`src/rtl/program_memory.sv`:
```
// Loadable instruction store: a valid/ready loader fills the RAM while the core
// is held in reset, then the core is released after a settling window.
module program_memory #(
    parameter int                    DATA_WIDTH     = 8,
    parameter int                    ADDR_WIDTH     = 8,
    parameter int                    DEPTH          = 32,
    parameter logic [DATA_WIDTH-1:0] FILL_WORD      = 8'b11000011,
    parameter int                    RELEASE_CYCLES = 2
) (
    input  logic                  origclk,
    input  logic                  reset,
    input  logic                  load_start,
    input  logic                  load_valid,
    input  logic [DATA_WIDTH-1:0] load_data,
    input  logic                  load_last,
    output logic                  load_ready,
    input  logic [ADDR_WIDTH-1:0] pc,
    output logic [DATA_WIDTH-1:0] instruction,
    output logic                  cpu_reset,
    output logic                  loaded,
    output logic [ADDR_WIDTH:0]   program_length,
    output logic                  overflow
);

    localparam int IW = (DEPTH > 1) ? $clog2(DEPTH) : 1;
    localparam int CW = $clog2(RELEASE_CYCLES + 1);
    localparam logic [ADDR_WIDTH:0] DEPTH_L = (ADDR_WIDTH + 1)'(DEPTH);
    localparam logic [CW-1:0]       RC_L    = CW'(RELEASE_CYCLES);

    typedef enum logic [1:0] {S_IDLE, S_LOAD, S_RELEASE, S_RUN} state_t;

    state_t                state_q;
    logic [ADDR_WIDTH:0]   wptr_q;
    logic [CW-1:0]         cnt_q;
    logic                  loaded_q;
    logic                  overflow_q;
    logic                  load_ready_q;
    logic                  cpu_reset_q;
    logic [DATA_WIDTH-1:0] mem [DEPTH];

    logic handshake;
    logic write_en;

    // load_ready_q is high exactly in LOAD; a same-cycle load_start wins over data
    assign handshake = load_valid & load_ready_q & ~load_start;
    assign write_en  = handshake & (wptr_q < DEPTH_L);

    always_ff @(posedge origclk or posedge reset) begin
        if (reset) begin
            state_q      <= S_IDLE;
            wptr_q       <= '0;
            cnt_q        <= '0;
            loaded_q     <= 1'b0;
            overflow_q   <= 1'b0;
            load_ready_q <= 1'b0;
            cpu_reset_q  <= 1'b1;
        end else if (load_start) begin
            state_q      <= S_LOAD;
            wptr_q       <= '0;
            loaded_q     <= 1'b0;
            overflow_q   <= 1'b0;
            load_ready_q <= 1'b1;
            cpu_reset_q  <= 1'b1;
        end else begin
            case (state_q)
                S_IDLE: begin
                    load_ready_q <= 1'b0;
                    cpu_reset_q  <= 1'b1;
                end
                S_LOAD: begin
                    if (handshake) begin
                        if (write_en) begin
                            wptr_q <= wptr_q + 1'b1;
                        end else begin
                            overflow_q <= 1'b1;
                        end
                        if (load_last) begin
                            state_q      <= S_RELEASE;
                            loaded_q     <= 1'b1;
                            load_ready_q <= 1'b0;
                            cnt_q        <= RC_L;
                        end
                    end
                end
                S_RELEASE: begin
                    cnt_q <= cnt_q - 1'b1;
                    if (cnt_q <= CW'(1)) begin
                        state_q     <= S_RUN;
                        cpu_reset_q <= 1'b0;
                    end
                end
                S_RUN: begin
                    cpu_reset_q <= 1'b0;
                end
                default: begin
                    state_q      <= S_IDLE;
                    load_ready_q <= 1'b0;
                    cpu_reset_q  <= 1'b1;
                end
            endcase
        end
    end

    // RAM contents survive reset; program_length gates every fetch instead
    always_ff @(posedge origclk) begin
        if (write_en) begin
            mem[wptr_q[IW-1:0]] <= load_data;
        end
    end

    assign instruction    = ({1'b0, pc} < wptr_q) ? mem[pc[IW-1:0]] : FILL_WORD;
    assign load_ready     = load_ready_q;
    assign cpu_reset      = cpu_reset_q;
    assign loaded         = loaded_q;
    assign program_length = wptr_q;
    assign overflow       = overflow_q;

endmodule

```
`config.mk`:
```
export PLATFORM = sky130hd
export DESIGN_NAME = program_memory
export DESIGN_NICKNAME = d
export VERILOG_FILES = /design/src/rtl/program_memory.sv
export SDC_FILE = /design/constraint.sdc
export NUM_CORES = 1
export LEC_CHECK = 0
export ABC_AREA = 1
export BUFFER_PORTS_ARGS = -buffer_cell sky130_fd_sc_hd__buf_2
export CAP_MARGIN = 20
export CORE_MARGIN = 1
export CORE_UTILIZATION = 62
export DETAILED_ROUTE_END_ITERATION = 7
export GPL_ROUTABILITY_DRIVEN = 0
export GPL_TIMING_DRIVEN = 0
export PLACE_DENSITY_LB_ADDON = 0.15
export SYNTH_ARGS = -nofsm -noshare
export SYNTH_HDL_FRONTEND = slang
export SYNTH_SLANG_ARGS = --single-unit
```
`constraint.sdc`:
```
create_clock -name origclk -period 2.3 [get_ports origclk]
set_input_delay 0.23 -clock origclk [delete_from_list [all_inputs] [get_ports origclk]]
set_output_delay 0.23 -clock origclk [all_outputs]
set_load 0.01 [all_outputs]
```
; Word-level counts from Yosys, hierarchy flattened
; Memories as Yosys holds them, arrays and structs flattened.
; Index checks and enable logic that the tools add are counted.
[word_totals]
register_bits = 17
ramBits = 256
output_inout_bits = 21
elab_cells = 70
n_memories = 1
[op_classes]
addsub = 2
order_cmp = 3
eq_ne = 9
n_mux = 28
n_bitwise = 4
reduce_logical = 16
[mem_list]
columns = name, depth, width, rd, rd_ports_with_merged_regs, write_ports, line_no
row1 = mem, 32, 8, 1, 0, 1, 39  ; logic [DATA_WIDTH-1:0] mem [DEPTH];
[ops]
columns = cell, n
row1 = $mux 9, 4
row2 = $mux 1, 15
row3 = $reduce_and 3->1, 4
row4 = $reduce_bool 2->1, 5
row5 = $add 9x1->9 const B, 1
row6 = $lt 8x9->1, 1
row7 = $lt 9x6->1 const B, 1
row8 = $ne 3x3->1 const B, 3
row9 = $mux 2, 4
row10 = $mux 8, 1
row11 = $pmux 2 s2, 2
row12 = $reduce_and 4->1, 2
row13 = $ne 2x2->1 const B, 3
row14 = $reduce_bool 3->1, 2
row15 = $eq 2x2->1 const B, 2
row16 = $reduce_bool 4->1, 1
row17 = $and 1x1->1, 3
row18 = $pmux 1 s3, 1
row19 = $eq 2x1->1 const B, 1
row20 = $le 2x1->1 const B, 1
row21 = $logic_not 2->1, 1
row22 = $pmux 1 s2, 1
row23 = $reduce_and 2->1, 1
row24 = $sub 2x1->2 const B, 1
row25 = $not 1->1, 1

; Logic depth before layout (Yosys ltp)
[depth]
word_depth = 7
ltp_mapped = 11

; Worst setup path after synthesis
; OpenSTA, ideal clock, no wires.
[synth_path]
kind = register to output
from = reg wptr_q[2] (netlist: program_length[2])
to = out instruction[2]
arrival_ps = 1786
t_required_ps = 2070
path_slack_ps = 284
stages_incl_launch_ff = 11
path_buffers = 1
path_cell_list = dfrtp_1 clkbuf_1 inv_1 ha_1 a21oi_1 o21ai_0 nand2_1 nand2_1 nor2_2 nand2_1 nor2_1
[synth_between]
elab_chain_cells = 2
[synth_lines]
columns = item, line_no
row1 = from (decl), 33  ; logic [ADDR_WIDTH:0] wptr_q;
row2 = from (signal assigned), 73  ; wptr_q <= wptr_q + 1'b1;
row3 = $lt 8x9->1, 111  ; assign instruction = ({1'b0, pc} < wptr_q) ? mem[pc[IW-1:0]] : FILL_WORD;
row4 = $mux 8, 111
row5 = to (decl), 18  ; output logic [DATA_WIDTH-1:0] instruction,
; No other way between the ends.

; Worst setup path after layout
[layout_path]
from = reg load_ready_q (netlist: load_ready)
to = mem mem[27][7], enable pin
[layout_between]
elab_chain_cells = 5
[layout_lines]
columns = item, line_no
row1 = from (decl), 37  ; logic load_ready_q;
row2 = from (signal assigned), 55  ; load_ready_q <= 1'b0;
row3 = from (signal assigned), 62  ; load_ready_q <= 1'b1;
row4 = from (signal assigned), 67  ; load_ready_q <= 1'b0;
row5 = $and 1x1->1 (2 in series), 45  ; assign handshake = load_valid & load_ready_q & ~load_start;
row6 = $and 1x1->1, 46  ; assign write_en = handshake & (wptr_q < DEPTH_L);
row7 = $mux 1, 106  ; if (write_en) begin
row8 = $mux 1 (implied by the code), 107  ; mem[wptr_q[IW-1:0]] <= load_data;
row9 = to (decl), 39
; No other way between the ends.

==> impl_metrics.env <==
export IMPL_cts_htree_levels=1
export IMPL_synthesized_nets=1114
export IMPL_crit_end_category="flip-flop"
export IMPL_grt_start_max_net_pins=33
export IMPL_sequential_fraction_of_the_synthesis_area_pct=69.7
export IMPL_power_sequential_fraction_pct=52.8
export IMPL_outcome="finished with violations"
export IMPL_max_stage_delay_ns=0.58
export IMPL_synth_seq_cells=273
export IMPL_timing_rr_end="mem[27][7]$_DFFE_PP_"
export IMPL_p_sw_share_pct=23.8
export IMPL_tritoncts_buffers=26
export IMPL_reg_to_reg_start="load_ready$_DFFE_PP0P_"
export IMPL_maxCapViolCount=0
export IMPL_area_of_the_mapped_netlist_sq_mm=0.0116
export IMPL_r2r_slack_ns=-0.21
export IMPL_synth_area_leader_cell="edfxtp_1"
export IMPL_via_count=8584
export IMPL_timing_final_crit_share_pct=109
export IMPL_initial_drc_count=1113
export IMPL_clockBufferDepth=3
export IMPL_die_area_sq_mm=0.0193
export IMPL_reg2reg_depth=6
export IMPL_grt_antenna_before_repair=0
export IMPL_vias_per_cell=6.09
export IMPL_worst_path_max_delay_cell="nor2_2"
export IMPL_total_grt_overflow=0
export IMPL_tritoncts="yes"
export IMPL_min_period_ns=2.51
export IMPL_synthesis_yosys_warnings=0
export IMPL_synth_area_leaders="edfxtp_1, nand2_1, nand3_1"
export IMPL_ioPinCount=42
export IMPL_critPathRequiredTime_ns=2.47
export IMPL_nets=1199
export IMPL_total_chip_power_uw=10500
export IMPL_ant_nets=0
export IMPL_cts_root_buf="clkbuf_16"
export IMPL_clock_sinks=273
export IMPL_static_leakage_power_uw=0.00523
export IMPL_post_route_drc_count=2
export IMPL_max_slew_worst_pin_slew_ns=0.846
export IMPL_place_port_buffers=41
export IMPL_clk_transition_reported_paths_ns=0.06
export IMPL_setup_viol_count_final=160
export IMPL_p_per_area_mw_per_mm2=783
export IMPL_syn_instance_count=1081
export IMPL_first_pass_iteration_count_of_the_detailed_router=7
export IMPL_layout_drive_gt1_share_pct=16.3
export IMPL_grt_setup_unrepaired="true"
export IMPL_grt_first_pass_wirelength_mm=47.2
export IMPL_setup_slack_ns=-0.207
export IMPL_fmax_mhz=399
export IMPL_fp_coreArea_sq_mm=0.0182
export IMPL_finalHoldViolCount=0
export IMPL_rows=49
export IMPL_routedWlPerCell_microns=22.4
export IMPL_final_setup_skew_ns=0.00963
export IMPL_crit_path_cell_trace="nand2_1, nor2_1, nand4_1, inv_1, nand2_1, nor2_2"
export IMPL_worst_hold_path_class="input pin to flip-flop"
export IMPL_worst_path_dominant_cell_family="simple AND/OR/NAND/NOR gates"
export IMPL_groute_usage_overall_pct=33.1
export IMPL_power_combinational_fraction_pct=9.4
export IMPL_crit_fanout=8
export IMPL_antennaDiodeCount=0
export IMPL_syn_to_final_growth_pct=15.4
export IMPL_crit_top_cell="nand2_1"
export IMPL_slew_violations=0
export IMPL_violations="design-rule violations, negative setup slack"
export IMPL_detailedPlacementHpwl_mm=20.0
export IMPL_cp_start_kind="flip-flop"
export IMPL_path_class="flip-flop to flip-flop"
export IMPL_initial_core_util_pct=64.0
export IMPL_crit_cells=6
export IMPL_final_design_area_no_fill_sq_mm=0.0134
export IMPL_synth_distinct_cells=25
export IMPL_drt_wl_total_mm=31.5
export IMPL_first_global_vias=8003
export IMPL_power_switching_uw=2510
export IMPL_die_x_microns=139
export IMPL_synth_top_area_share_pct=66.0
export IMPL_internal_pwr_total_uw=8020
export IMPL_worst_ir_drop_vdd_mv=0.699
export IMPL_clkLatencyLatePin_ns=0.53
export IMPL_final_fill_count=1220
export IMPL_power_frac_clock_pct=37.8
export IMPL_critical_path_arrival_ns=2.67
export IMPL_syn_area_per_cell_sq_um=10.8
export IMPL_slew_margin_rel_pct=43.4
export IMPL_dieHeight_microns=139
export IMPL_dpl_instance_area_sq_mm=0.0121
export IMPL_cp_buf_inv_count=1
export IMPL_worst_setup_path_endpoint="mem[27][7]$_DFFE_PP_"
export IMPL_crit_path_start="load_ready$_DFFE_PP0P_"
[layout make-up]
| cell class | instances | area [sq um] | area share (%) |
|---|---|---|---|
| Sequential cell | 273 | 8120 | 60.4 |
| Clock buffer | 30 | 687 | 5.11 |
| Inverter | 65 | 249 | 1.85 |
| Buffer | 53 | 277 | 2.06 |
| Timing Repair Buffer | 58 | 415 | 3.09 |
| Multi-Input combinational cell | 689 | 3330 | 24.8 |
| Tap cell | 229 | 287 | 2.13 |
| Clock inverter | 13 | 82.6 | 0.614 |
[stage by stage]
step	hold slack [ns]	TNS [ns]	instances	setup WS, ns	utilization [%]
floorplan	0.155	0	1081	0.284	-
global placement	0.357	-20.24	1351	-0.201	66.7
detailed placement	0.359	-30.10	1351	-0.274	66.7
CTS	0.0327	-8.60	1402	-0.195	72.3
global route	0.0882	-34.19	1410	-0.259	73.8
finish	0.0335	-22.84	1410	-0.207	73.8
[worst min-delay path by stage]
stage | to | start | slack (ns) | cells past startpoint
CTS | loaded$_DFFE_PP0P_ | load_valid | 0.03 | 3
global placement | load_ready$_DFFE_PP0P_ | reset | 0.36 | 2
detailed placement | load_ready$_DFFE_PP0P_ | reset | 0.36 | 2
global route | loaded$_DFFE_PP0P_ | load_last | 0.09 | 3
finish | loaded$_DFFE_PP0P_ | load_last | 0.03 | 3
floorplan | cnt_q[0]$_DFFE_PP0P_ | reset | 0.16 | 1
[what timing repair did]
item | in CTS | in global routing
setup buffers | 6 | 10
pin swaps | 14 | 10
setup endpoints to repair | 256 | 256
hold buffers | 3 | 0
hold endpoints to repair | 18 | 0
resized for setup | 58 | 44
[worst min-delay path, cell delays in order]
cell,delay [ns]
buf_2,0.10
nand3_1,0.09
o21ai_0,0.09
[power by group through the flow]
stage                     registers [uW]  clock network (uW)  logic, uW
after global placement              5660                   0        852
after detailed placement            5660                   0        881
after floorplan                     5660                   0        512
final                               5550                3980        990
after global routing                5560                4160       1070
after CTS                           5550                3950        923
[sequential cells by signal, summed over array words and instances (netlist names)]
signal and count:
state_q 2, mem 256, cpu_reset 1, overflow 1, cnt_q 2, program_length 9
load_ready 1, loaded 1
[cells in the final DEF, fill, tap and decap left out, types with 8 or more instances in the layout]
| master | netlist | layout |
|---|---|---|
| nand2_1 | 369 | 361 |
| edfxtp_1 | 256 | 256 |
| nand3_1 | 199 | 195 |
| buf_2 | 25 | 60 |
| inv_1 | 63 | 57 |
| nor2_1 | 69 | 32 |
| clkbuf_16 | 0 | 27 |
| buf_4 | 12 | 23 |
| nor2_2 | 2 | 20 |
| o21ai_0 | 20 | 19 |
| nor2_4 | 0 | 19 |
| clkbuf_1 | 14 | 15 |
| dfrtp_1 | 16 | 14 |
| ha_1 | 12 | 10 |
| a21oi_1 | 9 | 8 |
[synth_stat cells]
master and count:
nand2_1 369, edfxtp_1 256, nand3_1 199, nor2_1 69, inv_1 63, buf_2 25, o21ai_0 20, dfrtp_1 16
clkbuf_1 14, buf_4 12, ha_1 12, a21oi_1 9, buf_1 3, nand4_1 2, nor2_2 2, a21o_1 1
a22oi_1 1, a31oi_1 1, and3_1 1, clkinv_1 1, dfstp_2 1, inv_2 1, o21ai_1 1, o31ai_1 1
xor2_1 1
[logic make-up (layout without fill, tap and decap cells)]
| kind of cell | count (synthesis) | after routing | synth area share [%] |
|---|---|---|---|
| AO/OA/AOI/OAI | 34 | 34 | 1.54 |
| XOR/XNOR | 1 | 1 | 0.0752 |
| adder cells (fa/ha/maj) | 12 | 12 | 1.29 |
| flip-flops | 273 | 273 | 69.7 |
| buffers and inverters | 119 | 219 | 4.49 |
| AND/OR/NAND/NOR | 642 | 642 | 22.9 |
[routing by layer]
metal	track usage (%)	vias up	routed length, microns
li1	-	3840	-
met1	48.3	4038	12300
met2	50.6	612	14200
met3	6.25	94	3900
met4	11.6	0	1180
met5	0	-	0
Note: power is estimated with default switching activity, not from simulation.
